`src/rtl/camera_capture_scheduler.sv`:
```
// camera_capture_scheduler
//   Drives the camera grab handshake for single-shot or continuous capture,
//   ping-pongs two DDR frame buffers, publishes completed frames to a
//   consumer (frame_ready / frame_ack) and supervises grabs with a timeout,
//   a retry counter and a sticky fault state.
//
//   Optional build macro: FRAME_DROP_EN
//     defined   : a frame completing while the consumer still holds the
//                 previous one is discarded and counted on dropped_count.
//     undefined : such a frame waits in PUBLISH_WAIT until the consumer acks.
//
//   Handshakes:
//     camera_grab_enable is held high from ARM until camera_grab_done is
//     seen (or the timeout expires); the block then waits for done to
//     return low before starting another grab.
//     frame_ready stays high with a stable frame_base until a frame_ack
//     pulse is seen while frame_ready=1. An ack overlapping the cycle in
//     which a new frame is published belongs to the previous frame, so the
//     new frame stays held.
module camera_capture_scheduler #(
  parameter logic [19:0] FRAME_BASE_0 = 20'h00000,
  parameter logic [19:0] FRAME_BASE_1 = 20'h12C00,
  parameter logic [31:0] GRAB_TIMEOUT = 32'd5000000,
  parameter logic [1:0]  MAX_RETRIES  = 2'd3
) (
  input  logic        clk,
  input  logic        reset_n,
  input  logic        run_enable,
  input  logic        single_shot,
  input  logic        camera_module_detect,
  input  logic        camera_grab_done,
  output logic        camera_grab_enable,
  output logic [19:0] data_write_offset,
  output logic        frame_ready,
  output logic [19:0] frame_base,
  input  logic        frame_ack,
  output logic [15:0] frame_count,
  output logic [1:0]  retry_count,
  output logic        error_timeout,
`ifdef FRAME_DROP_EN
  output logic [15:0] dropped_count,
`endif
  output logic        busy,
  output logic [2:0]  state_debug
);

  typedef enum logic [2:0] {
    S_IDLE         = 3'd0,
    S_ARM          = 3'd1,
    S_GRAB         = 3'd2,
    S_RELEASE      = 3'd3,
    S_PUBLISH_WAIT = 3'd4,
    S_PUBLISH      = 3'd5,
    S_FAULT        = 3'd6
  } state_t;

  state_t      r_state;
  logic        r_grab_enable;
  logic [19:0] r_write_offset;
  logic        r_frame_ready;
  logic [19:0] r_frame_base;
  logic [15:0] r_frame_count;
  logic [1:0]  r_retry_count;
  logic        r_error_timeout;
  logic        r_write_sel;
  logic [31:0] r_timer;
  logic        r_pending_shot;
  logic        r_done_ok;
`ifdef FRAME_DROP_EN
  logic [15:0] r_dropped_count;
`endif

  // Consumer still holds the previous frame and has not released it.
  logic w_consumer_busy;
  assign w_consumer_busy = r_frame_ready && !frame_ack;

  // Main controller: state, handshakes, buffer selection and publishing.
  always_ff @(posedge clk) begin
    if (!reset_n) begin
      r_state         <= S_IDLE;
      r_grab_enable   <= 1'b0;
      r_write_offset  <= FRAME_BASE_0;
      r_frame_ready   <= 1'b0;
      r_frame_base    <= 20'd0;
      r_frame_count   <= 16'd0;
      r_retry_count   <= 2'd0;
      r_error_timeout <= 1'b0;
      r_write_sel     <= 1'b0;
      r_timer         <= 32'd0;
      r_pending_shot  <= 1'b0;
      r_done_ok       <= 1'b0;
`ifdef FRAME_DROP_EN
      r_dropped_count <= 16'd0;
`endif
    end else begin
      // A single_shot pulse is remembered in every state.
      if (single_shot) r_pending_shot <= 1'b1;

      // Consumer release; ignored in PUBLISH and overridden by a publish below.
      if (frame_ack && r_frame_ready && r_state != S_PUBLISH) r_frame_ready <= 1'b0;

      case (r_state)
        S_IDLE: begin
          if (run_enable || r_pending_shot) begin
            if (!camera_module_detect) begin
              r_state         <= S_FAULT;
              r_error_timeout <= 1'b1;
            end else begin
              r_state        <= S_ARM;
              r_pending_shot <= single_shot;
            end
          end
        end

        S_ARM: begin
          r_write_offset <= r_write_sel ? FRAME_BASE_1 : FRAME_BASE_0;
          r_grab_enable  <= 1'b1;
          r_timer        <= 32'd0;
          r_state        <= S_GRAB;
        end

        S_GRAB: begin
          r_timer <= r_timer + 32'd1;
          if (camera_grab_done) begin
            r_state       <= S_RELEASE;
            r_grab_enable <= 1'b0;
            r_done_ok     <= 1'b1;
            r_retry_count <= 2'd0;
          end else if (r_timer == GRAB_TIMEOUT - 32'd1) begin
            r_state       <= S_RELEASE;
            r_grab_enable <= 1'b0;
            r_done_ok     <= 1'b0;
            r_retry_count <= r_retry_count + 2'd1;
          end
        end

        S_RELEASE: begin
          if (!camera_grab_done) begin
            if (r_done_ok) begin
              r_state <= S_PUBLISH_WAIT;
            end else if (r_retry_count == MAX_RETRIES) begin
              r_state         <= S_FAULT;
              r_error_timeout <= 1'b1;
            end else begin
              // Retry into the same buffer; write_sel is untouched.
              r_state        <= S_ARM;
              r_pending_shot <= single_shot;
            end
          end
        end

        S_PUBLISH_WAIT: begin
          if (w_consumer_busy) begin
`ifdef FRAME_DROP_EN
            r_dropped_count <= r_dropped_count + 16'd1;
            if (run_enable) begin
              r_state        <= S_ARM;
              r_pending_shot <= single_shot;
            end else begin
              r_state <= S_IDLE;
            end
`else
            r_state <= S_PUBLISH_WAIT;
`endif
          end else begin
            r_frame_base  <= r_write_offset;
            r_frame_ready <= 1'b1;
            r_frame_count <= r_frame_count + 16'd1;
            r_write_sel   <= ~r_write_sel;
            r_state       <= S_PUBLISH;
          end
        end

        S_PUBLISH: begin
          if (run_enable || r_pending_shot) begin
            r_state        <= S_ARM;
            r_pending_shot <= single_shot;
          end else begin
            r_state <= S_IDLE;
          end
        end

        S_FAULT: begin
          r_grab_enable <= 1'b0;
          if (!run_enable && !r_pending_shot) begin
            r_state         <= S_IDLE;
            r_error_timeout <= 1'b0;
            r_retry_count   <= 2'd0;
          end
        end

        default: begin
          r_state       <= S_IDLE;
          r_grab_enable <= 1'b0;
        end
      endcase
    end
  end

  assign camera_grab_enable = r_grab_enable;
  assign data_write_offset  = r_write_offset;
  assign frame_ready        = r_frame_ready;
  assign frame_base         = r_frame_base;
  assign frame_count        = r_frame_count;
  assign retry_count        = r_retry_count;
  assign error_timeout      = r_error_timeout;
`ifdef FRAME_DROP_EN
  assign dropped_count      = r_dropped_count;
`endif
  assign busy               = (r_state != S_IDLE) && (r_state != S_FAULT);
  assign state_debug        = r_state;

endmodule

```
`config.mk`:
```
export PLATFORM = sky130hd
export DESIGN_NAME = camera_capture_scheduler
export DESIGN_NICKNAME = d
export VERILOG_FILES = /design/src/rtl/camera_capture_scheduler.sv
export SDC_FILE = /design/constraint.sdc
export NUM_CORES = 1
export LEC_CHECK = 0
export CAP_MARGIN = 20
export CORE_ASPECT_RATIO = 1.2
export CORE_MARGIN = 1.5
export CORE_UTILIZATION = 57
export CTS_BUF_LIST = sky130_fd_sc_hd__clkbuf_8
export CTS_CLUSTER_SIZE = 40
export DETAILED_ROUTE_END_ITERATION = 10
export GPL_TIMING_DRIVEN = 0
export PLACE_DENSITY = 0.91
export SLEW_MARGIN = 10
export SYNTH_ARGS = -nofsm -noshare
export SYNTH_HDL_FRONTEND = slang
export SYNTH_SLANG_ARGS = --single-unit
export TNS_END_PERCENT = 5
```
`constraint.sdc`:
```
create_clock -name clk -period 4.45 [get_ports clk]
set_clock_uncertainty 0.2 [all_clocks]
set_input_delay 0.89 -clock clk [delete_from_list [all_inputs] [get_ports clk]]
set_output_delay 0.89 -clock clk [all_outputs]
set_load 0.02 [all_outputs]
```
==> reports/qor.yml <==
clocking:
  clkLatencyLatePin_ns: 0.35
  clk_path_buf_depth: 2
  root_buffer: "clkbuf_8"
  clock_sinks: 61
  htree_levels: 3
  cts_tree: "built"
  numCtsBuffers: 9
  clk_pin_slew_ns: 0.07
  holdBufCountCts: 0
  cts_setup_buffers: 0
  cts_repair_resize_count: 0
final_layout:
  fin_area_um2: 4290
  seq_area_um2: 1220
  drive_gt1_share_pct: 14.0
  fillers: 443
  n_antenna_cell: 0
  fin_cells: 588
  area_growth_syn_to_layout_pct: 24.9
  multi_input_area_um2: 1940
  final_nets: 513
drt:
  drc: 0
  vias: 3283
  wire_per_inst_um: 14.0
  drt-total-wl_um: 8220
  antenna_left: 0
  first_pass_iters: 7
  initialDrtViolationCount: 252
  viasPerCell: 5.58
setup_path:
  critPathKind: "reg -> out"
  critPathArrivalTime_ns: 2.33
  crit_path_max_incr_delay_ns: 0.60
  crit_top_cell: "buf_1"
  cp_slowest_cell: "clkdlybuf4s50_1"
  cp_cell_sequence: "buf_1 -> buf_1 -> xnor2_1 -> nand2_1 -> clkdlybuf4s50_1"
  cp-end-kind: "output port"
  cp.required_ns: 3.36
  path_max_fanout: 10
  worst_setup_path_start_kind: "register"
timing:
  tightest_slew_ns: 0.719
  slew_violations: 0
  timing.slew.headroom_pct: 51.9
  period_share_pct: 76.9
  grt_setup_unrepaired: "false"
  hold_viol: 0
  holdWs_ns: 0.305
  post-route-min-period_ns: 3.42
  max_freq_mhz: 292
  tns_ns: 0
  setup_viol: 0
power:
  power_leakage_nw: 1.67
  irDropWorstVdd_mv: 0.446
  p_per_area_nw_per_um2: 421
  p_comb_share_pct: 31.0
  intPower_mw: 1.19
  switching_share_pct: 34.3
  p_sw_mw: 0.619
  pwr-share-clk_pct: 34.2
  pwr-share-seq_pct: 34.8
synth:
  async_flop_share_pct: 0
  yosysTopAreaCell: "dfxtp_1"
  synth_cells: 422
  synth.cell_area_um2: 3430
  yosys_register_bits: 61
  ys_types: 54
  synth-edff-count: 0
  syn_area_per_cell_um2: 8.13
  ys_seq_area_share_pct: 35.6
  yosysMostFrequentCell: "dfxtp_1"
  synth_top_area_share_pct: 35.6
  synth-main-ff-cell: "dfxtp_1"
  synth_common_cells: "dfxtp_1 (61), nor2_1 (47), buf_4 (39)"
  ys.warnings.count: 0
  synth_area_leaders: "dfxtp_1 (36%), buf_4 (8.5%), nor2_1 (5.1%)"
floorplanning:
  die_w_um: 73.8
  rows: 30
  die_area_um2: 6500
  start_util_pct: 59.7
  die-height_um: 88.0
  io_pins: 72
  coreArea_um2: 5740
placement:
  placedCellCount: 572
  globalplace.congestion: 0.906
  io_buffers: 39
  placed_area_um2: 4040
  dpl.hpwl_um: 5770
global_routing:
  grt_max_degree: 13
  antenna_found_initial: 0
  grt_pass1_vias: 2933
  grt_overflow: 0
  grt_usage_pct: 26.8
  grt_pass1_wl_um: 13600
min_path:
  hp-class: "reg -> reg"
run_status:
  status: "finished, final reports clean"
job:
  cap_violations: 0
==> logic make-up (layout without fill, tap and decap cells) <==
kind of cell,count (synthesis),after routing,synth area share [%]
AND/OR/NAND/NOR,205,205,32.5
other,1,32,0.109
XOR/XNOR,17,17,4.34
buffers and inverters,62,117,11.1
multiplexers,14,14,4.30
AO/OA/AOI/OAI,59,59,10.9
adder cells (fa/ha/maj),3,3,1.09
flip-flops,61,61,35.6
==> registers in the layout, summed over array words and instances, names as in the netlist, 2 cells and up <==
register     cells
retry_count      2
state_debug      3
r_timer         32
frame_count     16
==> stage by stage <==
| stage | setup WS [ns] | total power [mW] | util, % |
|---|---|---|---|
| 2_1_floorplan | 2.00 | 1.02 | - |
| 3_3_place_gp | 1.44 | 1.18 | 70.3 |
| 3_5_place_dp | 1.44 | 1.19 | 70.3 |
| 4_1_cts | 1.05 | 1.80 | 74.6 |
| 5_1_grt | 0.889 | 1.89 | 74.6 |
| 6_report | 1.03 | 1.81 | 74.6 |
==> worst max-delay path, delay by kind of cell (launching register included) <==
family | cells | cell delay [ns]
xor+xnor | 1 | 0.13
buf+inv | 3 | 1.39
flops | 1 | 0.39
simple gates | 1 | 0.08
==> area by class of cell <==
| cell class | count | share of cell area [%] |
|---|---|---|
| Buffer | 55 | 8.29 |
| Clock buffer | 9 | 2.89 |
| Clock inverter | 7 | 2.89 |
| Inverter | 7 | 0.613 |
| Multi-Input combinational cell | 330 | 45.4 |
| Sequential cell | 61 | 28.5 |
| Tap cell | 80 | 2.34 |
| Timing Repair Buffer | 39 | 9.11 |
==> power groups by stage <==
stage / clock (mW) / sequential, mW / combinational (mW)
after floorplan: 0 / 0.665 / 0.356
after CTS: 0.617 / 0.627 / 0.555
after global placement: 0 / 0.638 / 0.542
final: 0.618 / 0.628 / 0.560
after detailed placement: 0 / 0.638 / 0.549
after global routing: 0.646 / 0.633 / 0.610
==> metal layers <==
metal | wire length (um) | part of all wire (%) | vias up | GRT usage, %
li1 | - | - | 1584 | -
met3 | 506 | 6.2 | 23 | 4.72
met1 | 3310 | 40 | 1511 | 31.7
met5 | 0 | 0 | - | 0
met2 | 4190 | 51 | 165 | 47.3
met4 | 214 | 2.6 | 0 | 11.1
==> cells in the final DEF (no fill, tap or decap), types with 7 or more instances in the layout <==
master            n
xor2_1           13
clkbuf_8          9
nand2_1          38
nor2_1           47
nor3_1           11
clkdlybuf4s50_1  39
nand4_1          13
buf_4            39
and4_1            8
nand3_1          31
mux2i_1           8
o21ai_0           9
a21oi_1          23
clkbuf_1         11
nand2b_1          9
inv_1             7
conb_1           32
dfxtp_1          61
==> final timing paths <==
path | startpoint | cells after the start | endpoint | slack [ns]
setup / recovery | state_debug[2]$_SDFFE_PN0P_ | 5 | busy | 1.03
hold / removal | r_timer[31]$_SDFFE_PN0P_ | 2 | r_timer[31]$_SDFFE_PN0P_ | 0.31
setup reg to reg | state_debug[1]$_SDFFE_PN0P_ | 6 | r_timer[26]$_SDFFE_PN0P_ | 2.11
hold reg to reg | r_timer[31]$_SDFFE_PN0P_ | 2 | r_timer[31]$_SDFFE_PN0P_ | 0.31
Power figures use the tool's default switching activity.
